File: src/rtl/rr_prio_arbiter.sv
// -----------------------------------------------------------------------------
// rr_prio_arbiter
//
// Registered N-way arbiter for a shared resource. It is the successor of the
// combinational 4:2 priority encoder. A grant is issued one cycle after a
// request is seen in IDLE. The grant is held until the owner releases it,
// drops its request, or the MAX_HOLD timeout expires. Every grant is followed
// by one idle cycle.
//
// Winner selection:
//   mode = 0 : fixed priority, the highest set request index wins.
//   mode = 1 : round robin. The search starts at (last_idx - 1) mod N and
//              descends, wrapping from 0 to N-1.
//
// Ports:
//   clk         system clock, rising edge
//   rst_n       asynchronous active-low reset
//   req[N]      request vector, bit i = requester i wants the resource
//   mode        0 = fixed priority, 1 = round robin (sampled in IDLE only)
//   release_in  single-cycle release pulse from the granted requester
//               (the name "release" is a reserved word in SystemVerilog)
//   gnt[N]      registered one-hot grant
//   gnt_idx     registered binary index of the granted requester
//   gnt_valid   high while a grant is active
//   timeout     one-cycle pulse when MAX_HOLD forcibly revoked a grant
//
// States:
//   state   | meaning
//   S_IDLE  | no grant; arbitrate on any set request
//   S_GRANT | grant held; watch release / request drop / hold timeout
// -----------------------------------------------------------------------------
module rr_prio_arbiter #(
  parameter  int N        = 4,
  parameter  int MAX_HOLD = 16,
  parameter  int CNT_W    = 16,
  localparam int IDX_W    = $clog2(N)
) (
  input  logic             clk,
  input  logic             rst_n,
  input  logic [N-1:0]     req,
  input  logic             mode,
  input  logic             release_in,
  output logic [N-1:0]     gnt,
  output logic [IDX_W-1:0] gnt_idx,
  output logic             gnt_valid,
  output logic             timeout
);

  typedef enum logic {
    S_IDLE  = 1'b0,
    S_GRANT = 1'b1
  } state_t;

  state_t             state_q, state_d;
  logic [N-1:0]       gnt_q, gnt_d;
  logic [IDX_W-1:0]   gnt_idx_q, gnt_idx_d;
  logic               gnt_valid_q, gnt_valid_d;
  logic               timeout_q, timeout_d;
  logic [CNT_W-1:0]   hold_cnt_q, hold_cnt_d;
  logic [IDX_W-1:0]   last_idx_q, last_idx_d;

  logic [IDX_W-1:0]   win_idx;
  logic               rel_pulse, rel_drop, rel_hold;

  // Winner selection. The round-robin candidate is (last_idx - 1 - i) mod N;
  // since i < N the raw value never falls below -N, so a single +N corrects it.
  always_comb begin
    int   cand;
    logic found;
    win_idx = '0;
    cand    = 0;
    found   = 1'b0;
    if (!mode) begin
      for (int i = N - 1; i >= 0; i--) begin
        if (!found && req[i]) begin
          found   = 1'b1;
          win_idx = IDX_W'(i);
        end
      end
    end else begin
      for (int i = 0; i < N; i++) begin
        cand = int'(last_idx_q) - 1 - i;
        if (cand < 0) begin
          cand = cand + N;
        end
        if (!found && req[cand]) begin
          found   = 1'b1;
          win_idx = IDX_W'(cand);
        end
      end
    end
  end

  assign rel_pulse = release_in;
  assign rel_drop  = ~req[gnt_idx_q];
  assign rel_hold  = (MAX_HOLD != 0) && (hold_cnt_q == CNT_W'(MAX_HOLD));

  always_comb begin
    state_d     = state_q;
    gnt_d       = gnt_q;
    gnt_idx_d   = gnt_idx_q;
    gnt_valid_d = gnt_valid_q;
    hold_cnt_d  = hold_cnt_q;
    last_idx_d  = last_idx_q;
    timeout_d   = 1'b0;

    case (state_q)
      S_IDLE: begin
        gnt_d       = '0;
        gnt_idx_d   = '0;
        gnt_valid_d = 1'b0;
        hold_cnt_d  = '0;
        if (|req) begin
          state_d          = S_GRANT;
          gnt_d[win_idx]   = 1'b1;
          gnt_idx_d        = win_idx;
          gnt_valid_d      = 1'b1;
          hold_cnt_d       = CNT_W'(1);
          last_idx_d       = win_idx;
        end
      end

      S_GRANT: begin
        if (rel_pulse || rel_drop || rel_hold) begin
          state_d     = S_IDLE;
          gnt_d       = '0;
          gnt_idx_d   = '0;
          gnt_valid_d = 1'b0;
          hold_cnt_d  = '0;
          // A timeout is only reported when the hold limit was the sole cause.
          timeout_d   = rel_hold && !rel_pulse && !rel_drop;
        end else begin
          hold_cnt_d  = hold_cnt_q + CNT_W'(1);
        end
      end

      default: begin
        state_d = S_IDLE;
      end
    endcase
  end

  always_ff @(posedge clk or negedge rst_n) begin
    if (!rst_n) begin
      state_q     <= S_IDLE;
      gnt_q       <= '0;
      gnt_idx_q   <= '0;
      gnt_valid_q <= 1'b0;
      timeout_q   <= 1'b0;
      hold_cnt_q  <= '0;
      last_idx_q  <= '0;
    end else begin
      state_q     <= state_d;
      gnt_q       <= gnt_d;
      gnt_idx_q   <= gnt_idx_d;
      gnt_valid_q <= gnt_valid_d;
      timeout_q   <= timeout_d;
      hold_cnt_q  <= hold_cnt_d;
      last_idx_q  <= last_idx_d;
    end
  end

  assign gnt       = gnt_q;
  assign gnt_idx   = gnt_idx_q;
  assign gnt_valid = gnt_valid_q;
  assign timeout   = timeout_q;

endmodule
File: config.mk
export PLATFORM = sky130hd
export DESIGN_NAME = rr_prio_arbiter
export DESIGN_NICKNAME = d
export VERILOG_FILES = /design/src/rtl/rr_prio_arbiter.sv
export SDC_FILE = /design/constraint.sdc
export NUM_CORES = 1
export LEC_CHECK = 0
export ABC_AREA = 1
export BUFFER_PORTS_ARGS = -buffer_cell sky130_fd_sc_hd__buf_2
export CORE_ASPECT_RATIO = 1.2
export CORE_MARGIN = 5
export CORE_UTILIZATION = 50
export CTS_CLUSTER_DIAMETER = 100
export DETAILED_ROUTE_END_ITERATION = 16
export GPL_ROUTABILITY_DRIVEN = 0
export GPL_TIMING_DRIVEN = 1
export MAX_ROUTING_LAYER = met4
export PLACE_DENSITY_LB_ADDON = 0.05
export SLEW_MARGIN = 25
export SYNTH_ARGS = -nofsm -noshare
export SYNTH_HDL_FRONTEND = slang
export SYNTH_SLANG_ARGS = --single-unit
File: constraint.sdc
create_clock -name clk -period 1.5 [get_ports clk]
set_input_delay 0.075 -clock clk [delete_from_list [all_inputs] [get_ports clk]]
set_output_delay 0.075 -clock clk [all_outputs]
set_load 0.01 [all_outputs]
==> results.md, run 1 <==
- Slew Viols, Final: 0
- Worst path buffer plus inverter count: 0
- Failing checks: negative setup slack
- Vias in the first global route: approximately 1700
- Critical path class: reg -> reg
- Pleak: 1.21 nW
- Yosys warnings: 0
- Final setup viols: 12
- Fillers: 236
- 1st-iter DRT viols: around 150
- CTS Buf Count: 3
- Final core utilization: 0.783
- Final wirelength: 4840 µm
- # DRC: 0
- Core Area: ~0.0033 mm²
- Avg Cell Area, Syn: between 7 and 8 µm²
- Nets: 305
- Slew HR: 0.593
- Largest area contributor in the netlist: dfrtp_1
- Worst VDD drop: around 1300 µV
- HP Class: in -> reg
- Post-route design area: 0.00257 mm²
- Worst Skew: ~5.7 ps
- Pre-CTS setup slack: -166 ps
- Placed Area: 0.00194 mm²
- Die width: 62.7 µm
- Final non-filler cell total: between 300 and 400
- Worst slew pin tran: between 600 and 700 ps
- Main area contributors after synthesis: dfrtp_1, nand2_1, inv_1, nand3_1, nor2_1
- Met3 GRT Util: 0.0214
- First-pass GRT wire length: 7580 µm
- # rows: 23
- Chip height: 73.3 µm
- Share of cells above drive strength 1: 0.541
- DR WL/cell: 14.6 µm
- CP Cell Sequence: ha_4 > nand3_4 > nor2_4 > nand3_4 > nor3_4 > nand3_4 > o21ai_2 > nand2_1 > nor2_1
- Initial Utilization: 0.509
- RSZ-0062 raised after global routing: yes
- Worst-path clk slew: 100 ps
- P per Cell Area: roughly 1500 mW/mm²
- Hold path startpoint: mode
- Startpoint types: flop
- Clk Latency, worst-skew pair: approximately 270 ps
- Slowest stage delay, CP: approximately 430 ps
- Cell count after synthesis: around 230
- Status: finished with violations
- Total grt overflow: 0
- Max Buffers Root-to-Sink: 2
- Post-synth cell types: 28
- Delay-heaviest family, CP: simple AND/OR/NAND/NOR gates
- Port Buffers: 15
- Final Worst Setup Slack: -84.8 ps
- RR Startpoint: hold_cnt_q[1]$_DFF_PN0_
- Antenna Diode Count: 0
- Period utilization: 1.06
- GR Util met1: 0.227
- CTS tree: yes
- Worst EP required: 1700 ps
- Final Hold Fails: 0
- Worst EP arrival: 1790 ps
- Crit end category: flop
- CTS root buf: clkbuf_8
- Global routing's busiest layer: met2
- Post-Syn Nets: roughly 240
- Met2 Use GR: 0.403
- Tot GR Track Use: 0.212
- Antenna Nets Post-Route: 0
- I/O pin count: 16
- Critical Path Source: hold_cnt_q[1]$_DFF_PN0_
- Placed cell count: 305
- Largest net degree at the start of global routing: 28
- Layout Area Growth over Synthesis: 53.9%
- H-tree levels: 1
- Max-cap violations: 0
- Vias post-DR: 1731
- Hpwl dp: 3170 µm
- Mapped Area: approximately 0.0017 mm²
- Setup_tns: -504 ps
- Number of synthesized register bits: 27
- Die area: approximately 0.0046 mm²
- Top cell type's share of synthesized area: 0.405
- Most Frequent Cell on Critical Path: nand3_4
- CP max stage cell: dfrtp_1
- Crit-path max FO: 5
- Clock sink total: 27
- Initial antenna violation count: 0
- Share of the yosys chip area belonging to registers: 0.405
- Peak Freq: 631 MHz
- Via-to-Cell Ratio: between 5 and 6
- Crit path time final: 1580 ps
- First-pass DRT Iterations: 6
[path summary, 6_finish.rpt]
path	endpoint	slack (ps)	depth (start not counted)
max	hold_cnt_q[14]$_DFF_PN0_	-80	9
min	gnt[0]$_DFFE_PN0P_	220	4
max reg2reg	hold_cnt_q[14]$_DFF_PN0_	-80	9
min reg2reg	gnt[1]$_DFFE_PN0P_	480	2
max in group asynchronous	hold_cnt_q[0]$_DFF_PN0_	730	2
min in group asynchronous	hold_cnt_q[12]$_DFF_PN0_	340	2
[placed cells by master (no fill, tap or decap), drive strengths merged, types with 2 or more instances in the layout]
cell,count
xor2,3
clkbuf,4
nor3b,2
a21oi,8
nor3,8
nor2,22
nand3,23
nand4,5
buf,60
o21ai,16
inv,38
nor4,3
dfrtp,27
nand2,65
ha,2
[synthesized netlist by cell type (all sizes together)]
| cell | instances |
|---|---|
| a21boi | 1 |
| o21ai | 16 |
| a31oi | 1 |
| buf | 3 |
| clkinv | 2 |
| inv | 37 |
| xor2 | 3 |
| a21oi | 8 |
| nor3b | 2 |
| and2 | 1 |
| o21bai | 1 |
| nand4 | 5 |
| nor4 | 3 |
| dfrtp | 27 |
| ha | 2 |
| nor2 | 22 |
| xnor2 | 1 |
| nor3 | 8 |
| nand2 | 65 |
| nand3 | 23 |
[metal layers]
metal | vias to the layer above | wire (µm) | share of wire
met4 | 0 | 51 | 0.011
met2 | 24 | 2810 | 0.58
met3 | 4 | 85 | 0.018
li1 | 861 | - | -
met5 | - | 0 | 0
met1 | 842 | 1890 | 0.39
[timing repair]
item,CTS,global route
setup buffers,11,12
endpoints found under the hold margin,27,0
gates cloned,1,0
hold buffers,1,0
setup endpoints to repair,25,26
pin swaps,22,29
resized for setup,57,59
[metrics by stage]
step           power [W]  hold slack, ps
2_1_floorplan    0.00202            -221
4_1_cts          0.00328             197
5_1_grt          0.00402             233
3_3_place_gp     0.00246             116
6_report         0.00377             221
3_5_place_dp     0.00247             122
[state kept, by name, summed over array words and instances, names as in the netlist]
name,flops
gnt_idx,2
timeout,1
gnt_valid,1
last_idx_q,2
state_q,1
hold_cnt_q,16
gnt,4
[power by group]
part,internal [W],leakage (nW),total [W],switching (W)
logic,0.000974,0.829,0.00230,0.00133
clock network,0.000190,0.0228,0.000418,0.000228
registers,0.000880,0.355,0.00105,0.000171
[kinds of logic after synthesis]
family | synth area share
adders and majority gates | 0.0150
and+or+nand+nor | 0.364
AOI/OAI and AO/OA | 0.0870
buffers and inverters | 0.108
xor gates and xnor gates | 0.0210
DFF | 0.405
[worst min-delay path: cells and delay by family]
kind | cells | cell delay, ps
buffers and inverters | 1 | 140
and+or+nand+nor | 2 | 170
AOI/OAI and AO/OA | 1 | 70
[layout make-up]
cell class | count | area (µm²) | share of cell area
Inverter | 39 | 150 | 0.0585
Timing Repair Buffer | 61 | 454 | 0.177
Timing Repair inverter | 1 | 7.51 | 0.00292
Tap cell | 37 | 46.3 | 0.0180
Sequential cell | 27 | 682 | 0.265
Multi-Input combinational cell | 162 | 1180 | 0.461
Clock buffer | 4 | 45.0 | 0.0175
(Power assumes the default switching activity.)
==> run 2, diff against run 1 <==
Settings changed: CELL_PAD_IN_SITES_DETAIL_PLACEMENT set to 0, CELL_PAD_IN_SITES_GLOBAL_PLACEMENT set to 2, CORE_UTILIZATION 50 to 30.
==> run 2 against run 1 <==
Compared with the run above:
- the run still ends with negative setup slack left
- critical path depth rose by 3
- final cell count rose by 7.6%
- global-route usage fell by 6.3 points
- via count fell by 1.7%
- worst setup slack got worse by 39 ps
- final area rose by 0.34%
- first-iteration DRC count fell by 63%
- clock power fell by 2%
- register-to-register slack got worse by 40 ps
- clock skew fell by 0.94 ps
==> results.md, run 2 (same netlist as run 1, synthesis figures left out) <==
- Tot GR Track Use: 0.149 (was 0.212)
- DR WL/cell: 13.9 µm (was 14.6 µm)
- Fillers: 560 (was 236)
- Largest register by flop count: hold_cnt_q (unchanged)
- Slowest stage delay, CP: 480 ps (was 430 ps)
- First-pass GRT wire length: 8420 µm (was 7580 µm)
- Vias post-DR: 1702 (was 1731)
- Vias in the first global route: 1858 (was 1735)
- Period utilization: 1.08 (was 1.06)
- Clock sink total: 27 (unchanged)
- Core Area: 0.00533 mm² (was 0.00328 mm²)
- Initial Utilization: 0.313 (was 0.509)
- Worst path buffer plus inverter count: 2 (was 0)
- CP Cell Sequence: buf_6 > nand2_2 > nand2_4 > nand2_2 > nand2_4 > nor2_4 > nand2_1 > nand2_1 > nand3_2 > buf_6 > nand3_2 > o21bai_1 (was ha_4 > nand3_4 > nor2_4 > nand3_4 > nor3_4 > nand3_4 > o21ai_2 > nand2_1 > nor2_1)
- Peak Freq: 616 MHz (was 631 MHz)
- 1st-iter DRT viols: 57 (was 154)
- Internal: 0.00211 W (was 0.00204 W)
- Chip height: 91.7 µm (was 73.3 µm)
- Pleak: 1.19 nW (was 1.21 nW)
- Worst VDD drop: 1060 µV (was 1320 µV)
- Die area: 0.00716 mm² (was 0.00460 mm²)
- Final setup viols: 14 (was 12)
- Total grt overflow: 0 (unchanged)
- Worst EP required: 1660 ps (was 1700 ps)
- # rows: 29 (was 23)
- Antenna Nets Post-Route: 0 (unchanged)
- Final Worst Setup Slack: -124 ps (was -84.8 ps)
- Comb pwr share: 0.626 (was 0.611)
- Status: finished with violations (unchanged)
- Max Buffers Root-to-Sink: 2 (unchanged)
- Worst EP arrival: 1780 ps (was 1790 ps)
- Slew Viols, Final: 0 (unchanged)
- Placed cell count: 334 (was 305)
- CP max stage cell: dfrtp_2 (was dfrtp_1)
- Sequential Power Share: 0.267 (was 0.279)
- H-tree levels: 1 (unchanged)
- P per Cell Area: 1490 mW/mm² (was 1470 mW/mm²)
- Clk network pwr share: 0.107 (was 0.111)
- Hold path depth: 4 (unchanged)
- Reg2Reg Depth: 12 (was 9)
- Most common cell after layout, fill and taps aside: buf_4 (unchanged)
- Switching Fraction: 0.452 (was 0.458)
- Worst Skew: 4.80 ps (was 5.74 ps)
- Final Hold Fails: 0 (unchanged)
- Die width: 78.1 µm (was 62.7 µm)
- Worst slew pin tran: 632 ps (was 610 ps)
- Antenna Diode Count: 0 (unchanged)
- # DRC: 0 (unchanged)
- Failing checks: negative setup slack (unchanged)
- CTS Buf Count: 3 (unchanged)
- Nets: 305 (unchanged)
- WP depth: 12 (was 9)
- Final core utilization: 0.483 (was 0.783)
- First-pass DRT Iterations: 4 (was 6)
- Largest net degree at the start of global routing: 28 (unchanged)
- Max-cap violations: 0 (unchanged)
- Startpoint types: flop (unchanged)
- Commonest non-fill, non-tap cells in the layout: buf_4, nand2_1, inv_1 (unchanged)
- Share of cells above drive strength 1: 0.524 (was 0.541)
- Slew HR: 0.579 (was 0.593)
- Crit path time final: 1620 ps (was 1580 ps)
- RSZ-0062 raised after global routing: yes (unchanged)
- Via-to-Cell Ratio: 4.78 (was 5.23)
- Worst-path clk slew: 90 ps (was 100 ps)
- Delay-heaviest family, CP: simple AND/OR/NAND/NOR gates (unchanged)
- Final non-filler cell total: 356 (was 331)
- Switch Pwr: 0.00174 W (was 0.00173 W)
- Clk Latency, worst-skew pair: 270 ps (about the same)
- Layout Area Growth over Synthesis: 54.4% (was 53.9%)
- Initial antenna violation count: 0 (unchanged)
- HP Class: in -> reg (unchanged)
- Crit end category: flop (unchanged)
- Port Buffers: 15 (unchanged)
- Hpwl dp: 3720 µm (was 3170 µm)
- Final wirelength: 4940 µm (was 4840 µm)
- I/O pin count: 16 (unchanged)
- CTS tree: yes (unchanged)
- Setup_tns: -1160 ps (was -504 ps)
- Max FFs per register: 16 (unchanged)
- Crit-path max FO: 5 (unchanged)
- Critical path class: reg -> reg (unchanged)
- CTS root buf: clkbuf_8 (unchanged)
## run 2: path summary, 6_finish.rpt
| path | to | slack [ps] | startpoint |
|---|---|---|---|
| max in group asynchronous | last_idx_q[0]$_DFFE_PN0P_ | 700 | rst_n |
| setup / recovery | gnt[0]$_DFFE_PN0P_ | -120 | last_idx_q[0]$_DFFE_PN0P_ |
| hold / removal | gnt[0]$_DFFE_PN0P_ | 200 | mode |
| hold reg to reg | gnt[3]$_DFFE_PN0P_ | 470 | gnt[3]$_DFFE_PN0P_ |
| min in group asynchronous | hold_cnt_q[3]$_DFF_PN0_ | 350 | rst_n |
| setup reg to reg | gnt[0]$_DFFE_PN0P_ | -120 | last_idx_q[0]$_DFFE_PN0P_ |
## run 2: power groups by stage
stage	clock [W]	combinational, W	sequential (W)
2_1_floorplan	0	0.00100	0.00102
5_1_grt	0.000474	0.00266	0.00105
4_1_cts	0.000441	0.00203	0.00101
3_3_place_gp	0	0.00157	0.00100
6_report	0.000410	0.00241	0.00103
3_5_place_dp	0	0.00157	0.00100
## run 2: final cells by class
cell class	instances	area [µm²]	area share
inverters	39	158	0.0612
clock buffers	4	45.0	0.0175
repair buffers	61	468	0.182
repair inverters	1	5.00	0.00194
multi-input cells	162	1140	0.444
well taps	62	77.6	0.0301
flip-flops and latches	27	681	0.264
## run 2: stage by stage
| stage | hold slack [ps] | cell area, µm² | total power [W] | worst slack (ps) |
|---|---|---|---|---|
| 6_report | 205 | 2580 | 0.00385 | -124 |
| 4_1_cts | 186 | 2370 | 0.00348 | -170 |
| 5_1_grt | 227 | 2580 | 0.00419 | -269 |
| 2_1_floorplan | -221 | 1670 | 0.00202 | -6.62 |
| 3_5_place_dp | 148 | 2010 | 0.00257 | -189 |
| 3_3_place_gp | 144 | 2010 | 0.00257 | -208 |
## run 2: worst register-to-register path, delay by kind of cell (launching register included)
family / cells / cell delay (ps)
flops: 1 / 480
compound gates: 1 / 60
buf+inv: 2 / 290
simple gates: 9 / 680
## run 2: layer usage
layer / GRT usage / wire, µm
met5: - / 0
met4: 0.0620 / 121
met3: 0.00882 / 50
met2: 0.282 / 2850
met1: 0.156 / 1920
## run 2: what timing repair did
item,CTS,global route
hold buffers,1,0
endpoints found under the setup margin,22,26
cloned,0,1
gates resized for setup,65,51
pin swaps,38,25
hold endpoints to repair,27,0
buffers inserted,13,5
